<file path="src/rtl/i2c_slave.sv">
// Byte-level I2C target: oversamples scl/sda, acknowledges ADDR, hands written
// bytes out on rx_data and serves read bytes from tx_data via an open-drain sda_oe.
module i2c_slave #(
  parameter logic [6:0] ADDR = 7'h3C
) (
  input  logic       clk,
  input  logic       rst,
  input  logic       scl_in,
  input  logic       sda_in,
  output logic       sda_oe,
  output logic [7:0] rx_data,
  output logic       rx_valid,
  input  logic [7:0] tx_data,
  output logic       tx_req,
  output logic       busy
);

  typedef enum logic [2:0] {
    S_IDLE, S_ADDR, S_ADDR_ACK, S_WR, S_WR_ACK, S_RD, S_RD_ACK, S_IGNORE
  } state_t;

  state_t      state_q, state_d;
  logic [2:0]  scl_sync_q, scl_sync_d;
  logic [2:0]  sda_sync_q, sda_sync_d;
  logic [3:0]  cnt_q, cnt_d;
  logic [7:0]  shift_q, shift_d;
  logic [6:0]  tx_shift_q, tx_shift_d;
  logic        ack_q, ack_d;
  logic        sda_oe_q, sda_oe_d;
  logic        busy_q, busy_d;
  logic [7:0]  rx_data_q, rx_data_d;
  logic        rx_valid_q, rx_valid_d;
  logic        tx_req_q, tx_req_d;

  logic scl_lvl, scl_prev, sda_lvl, sda_prev;
  logic scl_rise, scl_fall, start_ev, stop_ev, addr_hit;

  // bits [1:0] are the two-flop synchronizer, bit 2 is the edge-history flop
  always_comb begin
    scl_sync_d = {scl_sync_q[1:0], scl_in};
    sda_sync_d = {sda_sync_q[1:0], sda_in};
  end

  always_comb begin
    scl_lvl  = scl_sync_q[1];
    scl_prev = scl_sync_q[2];
    sda_lvl  = sda_sync_q[1];
    sda_prev = sda_sync_q[2];
    scl_rise = scl_lvl & ~scl_prev;
    scl_fall = ~scl_lvl & scl_prev;
    start_ev = scl_lvl & scl_prev & sda_prev & ~sda_lvl;
    stop_ev  = scl_lvl & scl_prev & ~sda_prev & sda_lvl;
    addr_hit = (shift_q[7:1] == ADDR);
  end

  // ---- state register ----
  always_ff @(posedge clk) begin
    if (rst) begin
      state_q    <= S_IDLE;
      scl_sync_q <= 3'b111;
      sda_sync_q <= 3'b111;
      cnt_q      <= 4'd0;
      shift_q    <= 8'h00;
      ack_q      <= 1'b1;
      sda_oe_q   <= 1'b0;
      busy_q     <= 1'b0;
      rx_data_q  <= 8'h00;
      rx_valid_q <= 1'b0;
      tx_req_q   <= 1'b0;
    end else begin
      state_q    <= state_d;
      scl_sync_q <= scl_sync_d;
      sda_sync_q <= sda_sync_d;
      cnt_q      <= cnt_d;
      shift_q    <= shift_d;
      ack_q      <= ack_d;
      sda_oe_q   <= sda_oe_d;
      busy_q     <= busy_d;
      rx_data_q  <= rx_data_d;
      rx_valid_q <= rx_valid_d;
      tx_req_q   <= tx_req_d;
    end
  end

  // read-byte shifter is pure data; it is always reloaded before use
  always_ff @(posedge clk) begin
    tx_shift_q <= tx_shift_d;
  end

  // ---- next-state logic ----
  always_comb begin
    state_d = state_q;
    if (stop_ev) begin
      state_d = S_IDLE;
    end else if (start_ev) begin
      state_d = S_ADDR;
    end else if (scl_fall) begin
      case (state_q)
        S_ADDR:     if (cnt_q == 4'd8) state_d = addr_hit ? S_ADDR_ACK : S_IGNORE;
        S_ADDR_ACK: state_d = shift_q[0] ? S_RD : S_WR;
        S_WR:       if (cnt_q == 4'd8) state_d = S_WR_ACK;
        S_WR_ACK:   state_d = S_WR;
        S_RD:       if (cnt_q == 4'd8) state_d = S_RD_ACK;
        S_RD_ACK:   state_d = ack_q ? S_IGNORE : S_RD;
        default:    state_d = state_q;
      endcase
    end
  end

  // ---- output / datapath logic ----
  always_comb begin
    cnt_d      = cnt_q;
    shift_d    = shift_q;
    tx_shift_d = tx_shift_q;
    ack_d      = ack_q;
    sda_oe_d   = sda_oe_q;
    busy_d     = busy_q;
    rx_data_d  = rx_data_q;
    rx_valid_d = 1'b0;
    tx_req_d   = 1'b0;

    if (stop_ev) begin
      cnt_d    = 4'd0;
      sda_oe_d = 1'b0;
      busy_d   = 1'b0;
    end else if (start_ev) begin
      // repeated START keeps busy until the new address proves foreign
      cnt_d    = 4'd0;
      sda_oe_d = 1'b0;
    end else begin
      if (scl_rise) begin
        case (state_q)
          S_ADDR, S_WR: begin
            if (cnt_q != 4'd8) begin
              shift_d = {shift_q[6:0], sda_lvl};
              cnt_d   = cnt_q + 4'd1;
            end
          end
          S_RD_ACK: ack_d = sda_lvl;
          default:  ack_d = ack_q;
        endcase
      end

      if (scl_fall) begin
        case (state_q)
          S_ADDR: begin
            if (cnt_q == 4'd8) begin
              cnt_d    = 4'd0;
              sda_oe_d = addr_hit;
              busy_d   = addr_hit;
            end
          end
          S_ADDR_ACK: begin
            if (shift_q[0]) begin
              tx_shift_d = tx_data[6:0];
              tx_req_d   = 1'b1;
              sda_oe_d   = ~tx_data[7];
              cnt_d      = 4'd1;
            end else begin
              sda_oe_d = 1'b0;
              cnt_d    = 4'd0;
            end
          end
          S_WR: begin
            if (cnt_q == 4'd8) begin
              rx_data_d  = shift_q;
              rx_valid_d = 1'b1;
              sda_oe_d   = 1'b1;
              cnt_d      = 4'd0;
            end
          end
          S_WR_ACK: begin
            sda_oe_d = 1'b0;
            cnt_d    = 4'd0;
          end
          S_RD: begin
            if (cnt_q == 4'd8) begin
              sda_oe_d = 1'b0;
            end else begin
              sda_oe_d   = ~tx_shift_q[6];
              tx_shift_d = {tx_shift_q[5:0], 1'b0};
              cnt_d      = cnt_q + 4'd1;
            end
          end
          S_RD_ACK: begin
            if (!ack_q) begin
              tx_shift_d = tx_data[6:0];
              tx_req_d   = 1'b1;
              sda_oe_d   = ~tx_data[7];
              cnt_d      = 4'd1;
            end else begin
              sda_oe_d = 1'b0;
            end
          end
          S_IGNORE: begin
            sda_oe_d = 1'b0;
            busy_d   = 1'b0;
          end
          default: sda_oe_d = sda_oe_q;
        endcase
      end
    end
  end

  assign sda_oe   = sda_oe_q;
  assign busy     = busy_q;
  assign rx_data  = rx_data_q;
  assign rx_valid = rx_valid_q;
  assign tx_req   = tx_req_q;

endmodule

</file>
<file path="config.mk">
export PLATFORM = sky130hd
export DESIGN_NAME = i2c_slave
export DESIGN_NICKNAME = d
export VERILOG_FILES = /design/src/rtl/i2c_slave.sv
export SDC_FILE = /design/constraint.sdc
export NUM_CORES = 1
export LEC_CHECK = 0
export BUFFER_PORTS_ARGS = -buffer_cell sky130_fd_sc_hd__buf_2
export CORE_UTILIZATION = 50
export CTS_CLUSTER_DIAMETER = 80
export DETAILED_ROUTE_END_ITERATION = 8
export GPL_ROUTABILITY_DRIVEN = 0
export HOLD_SLACK_MARGIN = 0.05
export MAX_ROUTING_LAYER = met4
export PLACE_DENSITY_LB_ADDON = 0.15
export SYNTH_ARGS = -nofsm -noshare
export SYNTH_HDL_FRONTEND = slang
export SYNTH_SLANG_ARGS = --single-unit
</file>
<file path="constraint.sdc">
create_clock -name clk -period 1.85 [get_ports clk]
set_clock_uncertainty 0.1 [all_clocks]
set_input_delay 0.555 -clock clk [delete_from_list [all_inputs] [get_ports clk]]
set_output_delay 0.555 -clock clk [all_outputs]
set_load 0.02 [all_outputs]
</file>
==> results list, run 1 <==
- Total power density per cell area: 713 nW/um^2
* GR Overflow Total: 0
* Cells after synthesis: 207
* Clock input transition at the sequential cells of the worst setup and hold paths: 0.08 ns
- The hold violation count in the final report was 0.
- Fraction of layout instances using a drive strength above 1: 0.303
- Summing all placed instances gives a cell area of 2170 sq um.
* Sequential cell fraction of total power: 0.549
* Routed WL: 4060 um
* Synthesized flop and latch total: 41
- Total power after layout: 1.68 mW
* Mapped cell area: 1960 sq um
- Die Footprint: 4180 sq um
* R2R cell count: 7
- Layout net count: 257
- For this run, design rule violations remaining after detail routing come to 0.
- The share of total power dissipated in combinational logic is 0.037.
- Std-Cell Core Area: 3720 sq um
- Before antenna repair, the detailed router went through 4 iterations.
* Top area cells in the synthesized netlist: sky130_fd_sc_hd__dfxtp_1 35%, sky130_fd_sc_hd__edfxtp_1 11%, sky130_fd_sc_hd__mux2i_1 6.1%
- The flow ran to the end, and the final reports show no timing, DRC or antenna violations.
- Minimum hold slack: 0.312 ns
- For this design the static power due to leakage is 0.925 nW.
- Global-route wire length before repair: 7020 um
- The detailed router finished its first iteration with 79 violations.
- In the synthesized netlist, the cells that appear most often are 34 x sky130_fd_sc_hd__dfxtp_1, 28 x sky130_fd_sc_hd__nand2_1, 24 x sky130_fd_sc_hd__nor2_1, 15 x sky130_fd_sc_hd__a21oi_1, 12 x sky130_fd_sc_hd__mux2i_1.
- Number of synthesis warnings: 0
- Pin count of the biggest net entering global routing: 27
- Data on the critical path arrives at its endpoint at 1.91 ns.
- VDD sags by at most 581 uV.
- Relative max-transition margin: 0.624
- Antenna violations before repair: 0
- I/O pin count: 24
- Max-cap violations in this run came to 0.
- Internal power: 1.34 mW
- Final worst path period need: 1.79 ns
- Number of flops mapped to enable cells by yosys: 7
- The detailed router placed 1587 vias in this run.
- Root Driver: sky130_fd_sc_hd__clkbuf_8
- The max-slew violation total from the final report came to 0.
- Post-synthesis async set-or-reset flop share: 0
* Switching portion of total power: 0.199
* Maximum number of buffers from clock root to sink: 2
* Net count after synthesis: 221
- Yosys cell types: 52
* Clock tree from TritonCTS: yes
- Averaged over all synthesized cells, the footprint is 9.47 sq um.
- Via count of the first global-routing pass: 1554
- Final setup TNS: 0 ns
- The share of synthesized area in the top cell type comes to 0.347.
- The clock tree synthesis step divided the H-tree into 2 levels.
* Fraction of the cycle the final worst path needs: 0.965
- Counting every sink on the clock net gives 41.
* Hold Crit Class: reg -> reg
- Compared with the post-synthesis result, the final layout area differs by 19.8%.
- Of the total power, the clock network draws 0.413.
- After floorplanning, the core was divided into 22 placement rows.
- The initial utilization of the core area, before any placement, comes to 0.528.
- Across every metal layer, demand over resource in global routing totals 0.225.
- Maximum frequency from static timing analysis: 560 MHz
- The die is 64.6 um wide.
- Final-report setup violation count: 0
* Net load switching power: 0.334 mW
- For this run, the share of the core covered by cells in the final layout is 0.632.
- The number of antenna diodes in the final layout is 0.
- Slew at the pin closest to its max-slew limit: 0.562 ns
- Of the synthesized area, sequential elements account for 0.454.
- Die height: 64.6 um
- Clock latency on the worst-skew pair: 0.29 ns
- Summed over all nets, the half-perimeter wirelength after detailed placement is 2920 um.
- Library cell with the highest instance count after synthesis: sky130_fd_sc_hd__dfxtp_1
* Worst-path maximum fanout: 7
* Via/cell ratio: 5.43
- Detailed-route wire length per cell: 13.9 um
* Dominant synthesized flop cell: sky130_fd_sc_hd__dfxtp_1
- Data required, critical path: 1.98 ns
- Hold repair after CTS inserted 0 buffers.
- The number of clock buffers added by TritonCTS is 5.
- The worst setup path is launched from a register.
- In this run the tool buffered the top-level ports with 23 buffer cells.
- Final instance area: 2350 sq um
* Final ANT Viol Nets: 0
* CP Class: reg -> reg
* Worst hold path depth: 1
- The synthesized design spends more area on one cell type than any other, namely sky130_fd_sc_hd__dfxtp_1.
- STA classifies the critical path endpoint as a register.
==> flip-flops by register name, summed over array words and instances, names as in the netlist <==
| register | cells |
|---|---|
| sda_sync_q | 3 |
| shift_q | 8 |
| rx_data | 8 |
| tx_req | 1 |
| scl_sync_q | 3 |
| tx_shift_q | 7 |
| ack_q | 1 |
| sda_oe | 1 |
| cnt_q | 4 |
| busy | 1 |
| state_q | 3 |
| rx_valid | 1 |
==> area by class of cell <==
type	instances	area [sq um]
fillers	320	1370
multi-input cells	151	1030
flip-flops and latches	41	896
repair buffers	40	243
clock buffers	6	72.6
well taps	48	60.1
clock inverters	2	33.8
inverters	4	15.0
==> kinds of logic (layout without fill, tap and decap cells) <==
logic type / count (synthesis) / after routing / synth area share
adder cells (fa/ha/maj): 2 / 2 / 0.0128
buffers and inverters: 15 / 52 / 0.0440
multiplexers: 19 / 19 / 0.101
flip-flops: 41 / 41 / 0.454
AO/OA/AOI/OAI: 36 / 36 / 0.119
XOR/XNOR: 5 / 5 / 0.0223
AND/OR/NAND/NOR: 89 / 89 / 0.246
==> timing repair <==
| item | CTS | global route |
|---|---|---|
| resized for setup | 1 | 11 |
| endpoints found under the setup margin | 1 | 15 |
| pin swaps | 0 | 2 |
| cloned | 0 | 0 |
| buffers inserted | 0 | 3 |
==> power by group through the flow <==
stage,registers [mW],logic (mW),clock network (mW)
final,0.921,0.0625,0.693
after global placement,0.940,0.0589,0
after CTS,0.920,0.0611,0.710
after detailed placement,0.941,0.0609,0
after floorplan,0.937,0.0408,0
after global routing,0.922,0.0695,0.753
==> per-layer routing <==
layer	GRT usage	part of all wire	wire length, um	up-vias
li1	-	-	-	792
met1	0.259	0.45	1820	746
met2	0.367	0.50	2010	41
met3	0.0528	0.038	156	8
met4	0.111	0.018	72	0
met5	-	0	0	-
==> placed cells by master, fill, tap and decap left out, drive strengths merged, types with 3 or more instances in the layout <==
cell type,synthesis,final
a21oi,15,15
buf,8,40
clkbuf,3,6
dfxtp,34,34
edfxtp,7,7
inv,4,4
mux2,7,7
mux2i,12,12
nand2,28,28
nand2b,4,4
nand3,3,3
nand3b,3,3
nor2,24,24
nor2b,3,3
o21ai,6,6
or2,6,6
xnor2,4,4
==> metrics by stage <==
stage / worst slack [ns] / instances
after global routing: -0.00280 / 292
after floorplan: 0.0567 / 207
after CTS: 0.00231 / 289
final: 0.0646 / 292
after global placement: 0.110 / 281
after detailed placement: 0.00956 / 281
==> critical path: stages (launching register included) <==
cell and delay (ns):
sky130_fd_sc_hd__dfxtp_2 0.35, sky130_fd_sc_hd__inv_1 0.07, sky130_fd_sc_hd__ha_2 0.19, sky130_fd_sc_hd__and3b_2 0.25
sky130_fd_sc_hd__and3_4 0.19, sky130_fd_sc_hd__o21ai_4 0.16, sky130_fd_sc_hd__mux2_1 0.33, sky130_fd_sc_hd__nor2_1 0.08
==> worst paths after layout <==
path,endpoint,slack (ns),start
worst max-delay path,state_q[2],0.06,cnt_q[0]
worst max register to register,state_q[2],0.06,cnt_q[0]
worst min-delay path,sda_sync_q[1],0.31,sda_sync_q[0]
worst min register to register,sda_sync_q[1],0.31,sda_sync_q[0]
No activity file was read; power rests on OpenSTA's default activity.
==> inputs of run 2 (changes only) <==
CORE_UTILIZATION = 51   (was 50)
MAX_ROUTING_LAYER = unset   (was met4)
RECOVER_POWER = 100   (was unset)
==> run 2 against run 1 <==
Die area down 1.9%. First-iteration DRC count down 15%. Cell count down 0.34%. Total power up 2.1%. Cell area down 1.9%. Maximum frequency down 0.58%. Routed wire length down 0.34%. Register-to-register slack about the same. Combinational power up 1%. Via count up 1.6%. Hold slack worse by 0.00051 ns.
==> results list, run 2 (same netlist as run 1, synthesis figures left out) <==
- Clock input transition at the sequential cells of the worst setup and hold paths: 0.08 ns
- Routed WL: 4040 um
- GR Overflow Total: 0
- On the critical path, the stage with the largest delay is an instance of sky130_fd_sc_hd__dfxtp_2.
- Clock tree from TritonCTS: yes
- Setup violations remaining at the end of the flow were counted as 0.
- Maximum vdd drop: 612 uV
- Leakage power total: 0.875 nW
* Port Buf Inserts: 23
- For this run, the total global-route usage over all layers was measured as 0.209.
- Area used by multi-input combinational logic: 1010 sq um
- Buffers inserted during clock tree synthesis total 5.
- Synthesis-to-layout area growth: 17.5%
- Root Driver: sky130_fd_sc_hd__clkbuf_8
- Dividing the detail-routed wire length by the instance count gives 13.9 um.
- Number of max-cap violations: 0
- The critical path is of the reg -> reg type.
- The initialized floorplan defines 22 standard-cell rows.
* Most common cell after layout, fill and taps aside: sky130_fd_sc_hd__dfxtp_1
- The initial antenna violation count was 0.
* CTS H-tree lvls: 2
- The run finished with clean final reports.
- The max-slew violation total from the final report came to 0.
- In the routed layout, each cell is associated on average with a via count of 5.54.
* CP Cell Sequence: inv_1, ha_1, and3b_2, and3_1, o21ai_2, mux2_4, nor2_1
* Via count of the routed design: 1612
- The total area inside the core boundary comes to 3660 sq um.
* Fraction of layout instances using a drive strength above 1: 0.230
- From bottom edge to top edge, the die measures 64.0 um.
- Fraction of the cycle the final worst path needs: 0.971
* Initial DRC Count: 67
- Die Footprint: 4100 sq um
- Crit path capture type: register
- CTS Sinks: 41
- Hold Fails Final Rpt: 0
- Number of search-and-repair iterations in the first detailed-routing pass: 4
- Data on the critical path is required at its endpoint by 2.00 ns.
* Layout net count: 256
- Clock latency on the worst-skew pair: 0.30 ns
* Final design utilization: 0.630
* Longest individual stage delay on the worst path: 0.34 ns
- Worst-path maximum fanout: 6
- Subtracting the final worst setup slack from the clock period gives 1.80 ns.
* Top library cells by usage in the layout, fill and taps aside: 32 x sky130_fd_sc_hd__dfxtp_1, 28 x sky130_fd_sc_hd__nand2_1, 24 x sky130_fd_sc_hd__nor2_1
* Via count of the first global-routing pass: 1418
- Maximum number of buffers from clock root to sink: 2
- The number of antenna diodes in the final layout is 0.
- The first global-routing pass estimated 6460 um of wire.
- At the pin with the least slew margin, the transition time is 0.639 ns.
- Counting the fill cells in the layout gives 318.
- Setup slack of the most critical reg-to-reg path: 0.05 ns
- Entering global routing, the biggest net connects 18 pins.
- Hold Crit Class: reg -> reg
* Starting density of the core: 0.536
* CP startpoint kind: register
* I/O pin count: 24
- In this run the tightest slew margin relative to its limit is 0.574.
- Final ANT Viol Nets: 0
* Horizontal extent of the die: 64.0 um
- Power spread over the standard cell area amounts to 742 nW/um^2.
- After legalization and detailed placement, the total HPWL measured 2820 um.
* Data arrival at the endpoint of the critical path: 1.94 ns
- Maximum frequency from static timing analysis: 557 MHz
- Summing all flip-flop and latch instances after layout gives 893 sq um.
- Hold is met by 0.312 ns.
- After detailed routing, the number of remaining DRC violations is 0.
run 2: cell count changes in the layout (fill, tap and decap cells not counted), sizes merged:
cell	previous run	this run
buf	40	26
clkbuf	6	19
run 2: report_power, final:
part	total [mW]	internal (mW)	switching (mW)	leakage, nW
Clock	0.729	0.405	0.324	0.0554
Sequential	0.918	0.912	0.00664	0.339
Combinational	0.0634	0.0315	0.0319	0.480
run 2: stage by stage:
stage | instance area (sq um) | cells | TNS [ns] | power (mW) | worst slack [ns]
3_5_place_dp | 2180 | 282 | 0 | 1.00 | 0.0454
3_3_place_gp | 2180 | 282 | 0 | 1.00 | 0.110
4_1_cts | 2290 | 290 | 0 | 1.72 | 0.0212
5_1_grt | 2300 | 291 | -0.0400 | 1.76 | -0.0231
6_report | 2300 | 291 | 0 | 1.71 | 0.0541
2_1_floorplan | 1960 | 207 | 0 | 0.978 | 0.0567
run 2: area by class of cell:
type / instances / area share
Timing Repair Buffer: 39 / 0.0939
Tap cell: 48 / 0.0261
Clock buffer: 6 / 0.0315
Multi-Input combinational cell: 151 / 0.438
Clock inverter: 2 / 0.0168
Sequential cell: 41 / 0.388
Inverter: 4 / 0.00651
run 2: what timing repair did:
item	in CTS	in global routing
resized for setup	0	6
hold buffers	0	0
setup buffers	0	1
endpoints found under the setup margin	0	9
run 2: path summary, 6_finish.rpt:
path / startpoint / cells after the start / endpoint
setup / recovery: cnt_q[0] / 7 / state_q[2]
hold / removal: scl_sync_q[0] / 1 / scl_sync_q[1]
setup reg to reg: cnt_q[0] / 7 / state_q[2]
hold reg to reg: scl_sync_q[0] / 1 / scl_sync_q[1]
run 2: critical path: cells and delay by family, from the launching register on:
kind                     cells  cell delay [ns]
AO/OA/AOI/OAI                1             0.21
adder cells (fa/ha/maj)      1             0.21
buffers and inverters        1             0.05
flip-flops                   1             0.34
multiplexers                 1             0.33
AND/OR/NAND/NOR              3             0.50
run 2: per-layer routing:
metal | track usage | share of wire | up-vias
met5 | 0 | 0 | -
met4 | 0.105 | 0.016 | 0
met3 | 0.0696 | 0.049 | 8
met2 | 0.323 | 0.50 | 42
met1 | 0.257 | 0.44 | 770
li1 | - | - | 792
==> inputs of run 3 (changes only) <==
BUFFER_PORTS_ARGS = -buffer_cell sky130_fd_sc_hd__clkbuf_2   (was -buffer_cell sky130_fd_sc_hd__buf_2)
CORE_MARGIN = 3   (was unset)
==> run 3 against run 2 <==
Maximum frequency rose by 2.2%. Largest cell class unchanged. Clock power down 21%. Clock-buffer cell count did not move. Routed wire length is 0.64% lower. Sequential power hardly changed. Global-route usage fell by 2.4 points. Critical endpoint is now state_q[1]. Critical path depth increased by 1. Utilization increased by 1.5 points. First-iteration DRC count grew 96%. Combinational power down 3%.
==> results list, run 3 (same netlist as run 1, synthesis figures left out) <==
* Worst-path maximum fanout: 8
- Final ANT Viol Nets: 0
* Die height: 68.0 um
- Std-Cell Core Area: 3520 sq um
* Gr usage total: 0.185
* Synthesis-to-layout area growth: 15.8%
- Top library cells by usage in the layout, fill and taps aside: 31 x sky130_fd_sc_hd__dfxtp_1, 28 x sky130_fd_sc_hd__nand2_1, 24 x sky130_fd_sc_hd__nor2_1
- Clock tree from TritonCTS: yes
- Cts hold-fix bufs: 0
- CTS H-tree lvls: 2
- Number of standard cells in the layout, taps in and fillers out: 288
* Number of search-and-repair iterations in the first detailed-routing pass: 4
- Number of cells after detailed placement: 278
* Via count of the routed design: 1527
* Run status: finished clean
- Data arrival at the endpoint of the critical path: 1.84 ns
- IR analysis of the VDD net gives a maximum drop of 593 uV.
- Maximum frequency from static timing analysis: 569 MHz
- The floorplan has 21 rows.
- The number of cells on the worst reg-to-reg path is 8.
- The hold violation count in the final report was 0.
- Leakage power total: 0.843 nW
- Port buffering added 23 buffers.
* Fraction of the cycle the final worst path needs: 0.949
- Routed WL: 4020 um
- Layout net count: 255
* CTS Sinks: 41
- Via/cell ratio: 5.30
- Filler instances: 299
* Worst hold path depth: 1
* Detailed-route DRC error count: 0
* Pin count of the biggest net entering global routing: 27
- The initial antenna violation count is 0.
* Max-slew violation total from the final report: 0
- Storage element area: 895 sq um
- Initial DRC Count: 131
- Crit path capture type: register
- Total power after layout: 1.56 mW
* Area used by multi-input combinational logic: 1010 sq um
- Via count of the first global-routing pass: 1443
* Number of max-cap violations: 0
- At the end of the flow the core is filled with cells to 0.645.
* Global-route wire length before repair: 6350 um
- The worst pin sits at a relative slew slack of 0.676.
* Data required, critical path: 1.94 ns
* Final worst path period need: 1.76 ns
- The min-delay analysis places its worst path in the category reg -> reg.
- Clock-pin slew was measured on the worst setup and hold paths at 0.08 ns.
* Starting density of the core: 0.557
- Detailed-route wire length per cell: 14.0 um
* Maximum number of buffers from clock root to sink: 2
* Clock latency on the worst-skew pair: 0.29 ns
* Root Driver: sky130_fd_sc_hd__clkbuf_8
* Final-report setup violation count: 0
- Beginning of the worst register-to-register path: cnt_q[0]
- Summed over all nets, the half-perimeter wirelength after detailed placement is 2920 um.
- Tracing the worst setup path back leads to its startpoint at cnt_q[0].
- Most common cell after layout, fill and taps aside: sky130_fd_sc_hd__dfxtp_1
- For the pin with the worst max-slew slack, the measured transition is 0.485 ns.
- Measured along the x axis, the die boundary spans 68.0 um.
* Crit Reg-Reg Endpoint: state_q[1]
* Final setup TNS: 0 ns
- 0 antenna diodes ended up in the layout.
- CP startpoint kind: register
- Total power density per cell area: 685 nW/um^2
- Setup slack of the most critical reg-to-reg path: 0.09 ns
- In this run the worst setup path terminates at state_q[1].
* CP Class: reg -> reg
* Die Footprint: 4620 sq um
- Critical hold path startpoint: sda_sync_q[0]
* GR Overflow Total: 0
- For this design the top-level I/O count stands at 24.
- In the final layout, the share of cells above drive strength 1 is 0.240.
- Number of clock buffers inserted by TritonCTS: 5
## run 3: worst min-delay path by stage
stage / endpoint / slack (ns)
final: sda_sync_q[1] / 0.31
after global routing: sda_sync_q[1] / 0.33
after CTS: sda_sync_q[1] / 0.31
after detailed placement: sda_sync_q[1] / 0.29
after global placement: sda_sync_q[1] / 0.29
after floorplan: scl_sync_q[1] / 0.29
## run 3: per-stage QoR
step                      instance area (sq um)  hold slack (ns)  setup slack [ns]
after global routing                       2270            0.328           -0.0147
after global placement                     2160            0.294            0.0919
after CTS                                  2250            0.312            0.0196
after floorplan                            1960            0.289            0.0567
after detailed placement                   2160            0.293           -0.0252
final                                      2270            0.311            0.0934
## run 3: final cells by class
cell class | instances | area share
flip-flops and latches | 41 | 0.394
multi-input cells | 151 | 0.447
repair buffers | 38 | 0.0893
inverters | 4 | 0.00662
well taps | 46 | 0.0254
clock buffers | 6 | 0.0320
clock inverters | 2 | 0.00606
## run 3: report_power, final
| group | leakage (nW) | total [mW] | switching (mW) | internal [mW] |
|---|---|---|---|---|
| clock network | 0.0417 | 0.575 | 0.308 | 0.267 |
| logic | 0.462 | 0.0614 | 0.0313 | 0.0302 |
| registers | 0.339 | 0.919 | 0.00730 | 0.912 |
| total | 0.843 | 1.56 | 0.347 | 1.21 |
## run 3: repair_timing
item,CTS,global route
setup endpoints to repair,2,11
resized for setup,2,7
pin swaps,0,1
buffers inserted,0,2
## run 3: metal layers
layer  GRT usage  up-vias  part of all wire
li1            -      783                 -
met1       0.224      713              0.45
met2       0.306       26              0.51
met3      0.0493        5             0.033
met4      0.0819        0            0.0087
met5           0        -                 0
## run 3: worst max-delay path, cell delays in order, from the launching register on
cell                      delay [ns]
sky130_fd_sc_hd__dfxtp_2        0.35
sky130_fd_sc_hd__inv_1          0.06
sky130_fd_sc_hd__ha_2           0.19
sky130_fd_sc_hd__and3b_2        0.26
sky130_fd_sc_hd__and3_4         0.19
sky130_fd_sc_hd__o21ai_4        0.16
sky130_fd_sc_hd__buf_4          0.13
sky130_fd_sc_hd__mux2i_1        0.17
sky130_fd_sc_hd__nor2_1         0.05
